`src/rtl/lut_divider_2b.sv`:
```
// lut_divider_2b: sequential radix-4 unsigned divider, two quotient bits per clock from a {0,D,2D,3D} table
module lut_divider_2b #(
   parameter int WIDTH = 32
) (
   input  logic             clk_2b,
   input  logic             reset_2b,
   input  logic             start_2b,
   input  logic [WIDTH-1:0] dividend_2b,
   input  logic [WIDTH-1:0] divisor_2b,
   output logic             busy_2b,
   output logic             done_2b,
   output logic [WIDTH-1:0] quotient_2b,
   output logic [WIDTH-1:0] remainder_2b,
   output logic             div_by_zero_2b
);
   localparam int CW = $clog2(WIDTH / 2);
   localparam logic [1:0] S_IDLE = 2'd0;
   localparam logic [1:0] S_LOAD = 2'd1;
   localparam logic [1:0] S_ITER = 2'd2;
   localparam logic [1:0] S_DONE = 2'd3;
   logic [1:0]       state_q, state_d;
   logic [WIDTH-1:0] n_q, n_d;
   logic [WIDTH-1:0] d_q, d_d;
   logic [WIDTH+1:0] r_q, r_d;
   logic [WIDTH-1:0] quo_q, quo_d;
   logic [WIDTH+1:0] m1_q, m1_d, m2_q, m2_d, m3_q, m3_d;
   logic [CW-1:0]    cnt_q, cnt_d;
   logic [WIDTH-1:0] qo_q, qo_d, ro_q, ro_d;
   logic             dbz_q, dbz_d;
   logic [WIDTH+1:0] t, sub, r_nx;
   logic [1:0]       qd;
   logic [WIDTH-1:0] q_nx;
   logic             last;
   assign t    = (WIDTH+2)'({r_q, n_q[WIDTH-1:WIDTH-2]});
   assign qd   = t >= m3_q ? 2'd3 : t >= m2_q ? 2'd2 : t >= m1_q ? 2'd1 : 2'd0;
   assign sub  = qd == 2'd3 ? m3_q : qd == 2'd2 ? m2_q : qd == 2'd1 ? m1_q : '0;
   assign r_nx = t - sub;
   assign q_nx = {quo_q[WIDTH-3:0], qd};
   assign last = cnt_q == CW'(WIDTH / 2 - 1);
   assign busy_2b        = state_q == S_LOAD || state_q == S_ITER;
   assign done_2b        = state_q == S_DONE;
   assign quotient_2b    = qo_q;
   assign remainder_2b   = ro_q;
   assign div_by_zero_2b = dbz_q;
   // next-state and datapath: capture, table build, one radix-4 digit per ITER cycle, result publish
   always_comb begin
      state_d = state_q;
      n_d     = n_q;
      d_d     = d_q;
      r_d     = r_q;
      quo_d   = quo_q;
      m1_d    = m1_q;
      m2_d    = m2_q;
      m3_d    = m3_q;
      cnt_d   = cnt_q;
      qo_d    = qo_q;
      ro_d    = ro_q;
      dbz_d   = dbz_q;
      if (state_q == S_IDLE) begin
         if (start_2b) begin
            n_d     = dividend_2b;
            d_d     = divisor_2b;
            r_d     = '0;
            quo_d   = '0;
            state_d = divisor_2b == '0 ? S_DONE : S_LOAD;
            if (divisor_2b == '0) begin
               qo_d  = '1;
               ro_d  = dividend_2b;
               dbz_d = 1'b1;
            end
         end
      end else if (state_q == S_LOAD) begin
         m1_d    = {2'b00, d_q};
         m2_d    = {1'b0, d_q, 1'b0};
         m3_d    = {2'b00, d_q} + {1'b0, d_q, 1'b0};
         cnt_d   = '0;
         state_d = S_ITER;
      end else if (state_q == S_ITER) begin
         n_d   = n_q << 2;
         r_d   = r_nx;
         quo_d = q_nx;
         cnt_d = cnt_q + CW'(1);
         if (last) begin
            state_d = S_DONE;
            qo_d    = q_nx;
            ro_d    = WIDTH'(r_nx);
            dbz_d   = 1'b0;
         end
      end else begin
         state_d = S_IDLE;
      end
   end
   // state registers, cleared asynchronously so a reset aborts any division in flight
   always_ff @(posedge clk_2b or posedge reset_2b) begin
      if (reset_2b) begin
         state_q <= S_IDLE;
         n_q     <= '0;
         d_q     <= '0;
         r_q     <= '0;
         quo_q   <= '0;
         m1_q    <= '0;
         m2_q    <= '0;
         m3_q    <= '0;
         cnt_q   <= '0;
         qo_q    <= '0;
         ro_q    <= '0;
         dbz_q   <= 1'b0;
      end else begin
         state_q <= state_d;
         n_q     <= n_d;
         d_q     <= d_d;
         r_q     <= r_d;
         quo_q   <= quo_d;
         m1_q    <= m1_d;
         m2_q    <= m2_d;
         m3_q    <= m3_d;
         cnt_q   <= cnt_d;
         qo_q    <= qo_d;
         ro_q    <= ro_d;
         dbz_q   <= dbz_d;
      end
   end
endmodule

```
`config.mk`:
```
export PLATFORM = sky130hd
export DESIGN_NAME = lut_divider_2b
export DESIGN_NICKNAME = d
export VERILOG_FILES = /design/src/rtl/lut_divider_2b.sv
export SDC_FILE = /design/constraint.sdc
export NUM_CORES = 1
export LEC_CHECK = 0
export ABC_AREA = 1
export CAP_MARGIN = 25
export CORE_MARGIN = 1
export CORE_UTILIZATION = 44
export CTS_CLUSTER_DIAMETER = 120
export DETAILED_ROUTE_END_ITERATION = 16
export MAX_ROUTING_LAYER = met4
export PLACE_DENSITY = 0.73
export RECOVER_POWER = 50
export SETUP_SLACK_MARGIN = 0.05
export SYNTH_ARGS = -nofsm -noshare
export SYNTH_HDL_FRONTEND = slang
export SYNTH_SLANG_ARGS = --single-unit
```
`constraint.sdc`:
```
create_clock -name clk_2b -period 10.4 [get_ports clk_2b]
set_input_delay 2.08 -clock clk_2b [delete_from_list [all_inputs] [get_ports clk_2b]]
set_output_delay 2.08 -clock clk_2b [all_outputs]
set_load 0.02 [all_outputs]
```
# ---- Yosys cells after proc, flatten, opt, wreduce, memory -nomap -nowiden
# Cells that the tools add are included.
dict set report totals {
  elab_cells 85
  output_inout_bits 67
  inputBits 67
  register_bits 263
}
dict set report op_classes {
  n_eq_ne 11
  order_cmp 3
  muxes 44
  addsub 3
  bitwise 1
  reduce_logical 12
}
# cell n
set ops {}
lappend ops {{two-way mux 32 bit} 23}
lappend ops {{two-way mux 30 bit} 4}
lappend ops {{adder 32 x 33 -> 34 bit} 1}
lappend ops {{greater-or-equal comparator 34 x 32 -> 1 bit} 1}
lappend ops {{greater-or-equal comparator 34 x 33 -> 1 bit} 1}
lappend ops {{greater-or-equal comparator 34 bit} 1}
lappend ops {{zero test 32 bit} 1}
lappend ops {{subtractor 32 bit} 1}
lappend ops {{two-way mux 2 bit} 8}
lappend ops {{== test 2 bit, second input constant} 4}
lappend ops {{two-way mux 4 bit} 2}
lappend ops {{AND reduction 2 bit} 4}
lappend ops {{two-way mux 1 bit} 7}
lappend ops {{nonzero test 2 bit} 3}
lappend ops {{AND reduction 5 bit} 1}
lappend ops {{adder 4 x 1 -> 4 bit, second input constant} 1}
lappend ops {{== test 2 x 1 -> 1 bit, second input constant} 2}
lappend ops {{== test 4 bit, second input constant} 1}
lappend ops {{!= test 2 x 1 -> 1 bit, second input constant} 2}
lappend ops {{!= test 4 x 3 -> 1 bit, second input constant} 1}
lappend ops {{AND reduction 3 bit} 1}
lappend ops {{zero test 2 bit} 1}
lappend ops {{!= test 2 bit, second input constant} 1}
lappend ops {{logical OR 1 bit} 1}
lappend ops {{inverter 1 bit} 1}

# ---- Depth between registers and ports, before layout
dict set report depth {
  depth_word 13
  depth_mapped 34
}

# ---- Least setup slack after synthesis
# No wires, ideal clock.
dict set report synth_timing {
  kind {reg2reg}
  from {reg r_q[29]}
  to {reg ro_q[27], in the netlist remainder_2b[27]}
  period_less_slack_ns 3.590
  arrival_ns 3.509
  path_stages_with_launch 25
  setup_ns 0.082
  slack_ns 6.810
  path_buffers 2
  cell_sequence {dfrtp_1 > ha_1 > a21oi_1 > nor2_1 > nor3_1 > nand2_1 > nor2_1 > nand3_1 > nor2_4 > clkbuf_1 > buf_2 > o22ai_1 > ha_1 > a21o_1 > a21oi_1 > nand3_1 > a21oi_1 > inv_1 > nand2_1 > nand2_1 > a21oi_1 > nor2_1 > nor2_1 > nand2_1 > a31oi_1}
}
dict set report synth_via {
  elab_chain_cells 13
  elab_cells_between_ends 17
  cone_classes {add/sub: 1; order compare: 3; eq/ne: 3; mux: 10}
}
# element line_no
set synth_rtl {}
lappend synth_rtl {{from (decl)} 24} ;# logic [WIDTH+1:0] r_q, r_d;
lappend synth_rtl {{from (signal assigned)} 112} ;# r_q <= r_d;
lappend synth_rtl {{greater-or-equal comparator 34 x 32 -> 1 bit} 35} ;# assign qd = t >= m3_q ? 2'd3 : t >= m2_q ? 2'd2 : t >= m1_q ? 2'd1 : 2'd0;
lappend synth_rtl {{two-way mux 1 bit} 35}
lappend synth_rtl {{two-way mux 2 bit} 35}
lappend synth_rtl {{two-way mux 2 bit *} 35}
lappend synth_rtl {{== test 2 x 1 -> 1 bit} 36} ;# assign sub = qd == 2'd3 ? m3_q : qd == 2'd2 ? m2_q : qd == 2'd1 ? m1_q : '0;
lappend synth_rtl {{two-way mux 32 bit (2 in a row)} 36}
lappend synth_rtl {{two-way mux 32 bit *} 36}
lappend synth_rtl {{subtractor 32 bit *} 37} ;# assign r_nx = t - sub;
lappend synth_rtl {{two-way mux 32 bit *} 83} ;# if (last) begin
lappend synth_rtl {{two-way mux 32 bit *} 78} ;# end else if (state_q == S_ITER) begin
lappend synth_rtl {{two-way mux 32 bit *} 72} ;# end else if (state_q == S_LOAD) begin
lappend synth_rtl {{two-way mux 32 bit *} 59} ;# if (state_q == S_IDLE) begin
lappend synth_rtl {{to (signal assigned)} 119} ;# ro_q <= ro_d;
lappend synth_rtl {{to (decl)} 28} ;# logic [WIDTH-1:0] qo_q, qo_d, ro_q, ro_d;
# Mark *: on every way between the ends. The rest lies on a longest branch, timed or not. The select of a mux whose other input is x is not followed.
# A chain may end at the register's enable or synchronous reset.

# ---- Worst setup path after layout
dict set report layout_timing {
  from {reg state_q[1]}
  to {reg state_q[1]}
}
dict set report layout_via {
  elab_chain_cells 4
  elab_cells_between_ends 9
  cone_classes {eq/ne: 4; mux: 3; reduce/logical: 2}
}
# element line_no
set layout_rtl {}
lappend layout_rtl {{from (decl)} 21} ;# logic [1:0] state_q, state_d;
lappend layout_rtl {{from (signal assigned)} 109} ;# state_q <= state_d;
lappend layout_rtl {{== test 2 bit} 78}
lappend layout_rtl {{two-way mux 2 bit} 78}
lappend layout_rtl {{two-way mux 2 bit} 72}
lappend layout_rtl {{two-way mux 2 bit} 59}
# Parallel ways exist; a longest one is shown, timed or not.

==> metrics.txt <==
CTS tree yes; Clock transition at path regs 60 ps; layout net count 2450; crit-path max cell delay 2800 ps; Port Buffers 133; status complete, but fails checks; synthesized cell area 16680 sq um; worst path required time 10840 ps; antenna violations before repair 0; ys flop type dfrtp_1; WL/cell 17.60 microns; Slew Viols, Final 235; clock sinks 262; drc violations 0; setup TNS 0 ps; RSZ-0062 raised after global routing no; final number of hold-violating endpoints 0; CTS root buf clkbuf_16; Worst Clk Skew 9.947 ps; DP HPWL 36410 microns; failing checks capacitance limit, slew limit; final setup fails 0; io pins 134; Syn Nets 2347; final instance area 19490 sq um; largest net degree at the start of global routing 171; FF+latch count, synth 262; total number of yosys warnings 0; Least-Margin Pin Slew 4004 ps; drt via density 5.542; most frequent cells in the layout nand2_1 (449), dfrtp_1 (262), inv_1 (235); post-synthesis cell count 2111; # diodes 0; Die Y 196.7 microns; post-CTS setup buffers 0; sequential share of the synthesized area 39.31%; delay-heaviest family, CP buffers and inverters; H-tree depth 1; DRT iter0 DRCs 1081; DIE WIDTH 196.7 microns; synth top area cells dfrtp_1 (39%), ha_1 (13%), nand2_1 (10%), a21oi_1 (5.3%), inv_1 (5.3%); crit path DAT 5950 ps; Final period util 52.98%; Syn Area/Cell 7.901 sq um; number of global-route vias before repair 14480; first-pass GRT wire length 77660 microns; max_cap viols 3; WL final 48190 microns; Placement Cell Area 18430 sq um; Distinct cells, synth 54; normalized max-slew margin -166.9%; WS Path Type flop to flop; die footprint 38690 sq um; DR pass1 iterations 5; area grow syn2layout 16.83%; crit path max fanout 103; crit-path cells inv_1 -> ha_1 -> clkbuf_1 -> inv_1 -> clkbuf_1 -> nand2_1 -> o21ai_0 -> a21oi_1 -> a22oi_1; Final ANT Viol Nets 0; FMAX 181.5 MHz; share of layout cells above drive strength 1 5.506%; CP Launch Type flop; clk_lat worst skew 580 ps; post-synth top area share 39.31%; commonest non-fill, non-tap cell in the layout nand2_1; Post-CTS Resized 0; CTS max path bufs 3; initial core utilization 45.13%; GP Congestion 0.9428; Total Routing Usage GR 25.92%; ys async rst share 100.0%; worst hold margin 495.7 ps; Post-synth EDFFs 0; core area 36960 sq um; Worst Path Buf+Inv 4; row count 70; vias 15170; Yosys top cell by area dfrtp_1; TritonCTS Buffers 29; Filler cells 3542; hold crit path type flop to flop; Critical-path top delay cell clkbuf_1; min Tclk post-route 5510 ps; Critical Path End Type flop; GRT overflow 0; Hold-fix buffers, CTS 0
sequential cells by signal (all words and copies together), names as in the netlist:
| signal | count |
|---|---|
| n_q | 32 |
| d_q | 32 |
| state_q | 2 |
| quotient_2b | 32 |
| remainder_2b | 32 |
| cnt_q | 4 |
| div_by_zero_2b | 1 |
| m2_q | 31 |
| m3_q | 34 |
| quo_q | 30 |
| r_q | 32 |
final timing paths:
path,start,endpoint,slack (ps),cells after the start
setup reg to reg,state_q[1]$_DFFE_PP0P_,state_q[1]$_DFFE_PP0P_,4890,9
max in group asynchronous,reset_2b,m2_q[22]$_DFFE_PP0P_,5220,3
hold / removal,n_q[2]$_DFFE_PP0P_,n_q[4]$_DFFE_PP0P_,500,2
setup / recovery,state_q[1]$_DFFE_PP0P_,state_q[1]$_DFFE_PP0P_,4890,9
hold reg to reg,n_q[2]$_DFFE_PP0P_,n_q[4]$_DFFE_PP0P_,500,2
min in group asynchronous,reset_2b,quotient_2b[6]$_DFFE_PP0P_,3170,2
synth_stat cells, types with 4 or more instances:
cell	count
nand4_1	13
mux2_2	27
nor4_1	13
nand3_1	59
nor3_1	13
o221ai_1	14
o21ai_1	30
nor2_1	183
ha_1	167
a21o_1	12
buf_4	4
a21oi_1	177
o21ai_0	175
buf_2	13
buf_1	6
and2_1	4
inv_2	5
xor2_1	9
xnor2_1	8
o211ai_1	32
o21a_1	5
o22ai_1	51
dfrtp_1	262
or2_2	6
nand2_1	450
clkbuf_1	46
inv_1	236
nand3b_1	6
nor2_2	12
a31oi_1	30
area by class of cell:
| class | count | area [sq um] | share of cell area, % |
|---|---|---|---|
| flip-flops and latches | 262 | 6556 | 33.65 |
| multi-input cells | 1536 | 8911 | 45.73 |
| well taps | 504 | 630.6 | 3.236 |
| clock inverters | 15 | 272.8 | 1.400 |
| repair buffers | 143 | 1424 | 7.307 |
| clock buffers | 36 | 782.0 | 4.013 |
| inverters | 242 | 909.6 | 4.668 |
metal layers:
layer / global-route usage, % / part of all wire, %
met4: 5.656 / 2.0
met5: - / 0
met3: 2.464 / 5.1
met2: 39.99 / 45
met1: 37.01 / 48
through the flow:
stage	utilization, %	std cells	setup WS, ps
2_1_floorplan	-	2111	1108
3_3_place_gp	49.86	2686	4994
3_5_place_dp	49.86	2686	4969
4_1_cts	52.71	2737	5098
5_1_grt	52.72	2738	4244
6_report	52.72	2738	4890
cells by family (layout without fill, tap and decap cells):
group,count (synthesis),count (layout),share of synthesized area [%]
AND/OR/NAND/NOR,773,773,19.14
AO/OA/AOI/OAI,550,550,18.74
buffers and inverters,313,436,7.322
flip-flops,262,262,39.31
adder cells (fa/ha/maj),169,169,12.77
multiplexers,27,27,1.823
XOR/XNOR,17,17,0.8928
tightest hold or removal path: cells and delay by family (launching register included):
kind	cells	cell delay, ps
flops	1	340
compound gates	1	70
simple gates	1	50
Power is not shown: default switching activity piles up to over one toggle a cycle in this logic, so the estimate is an artifact.
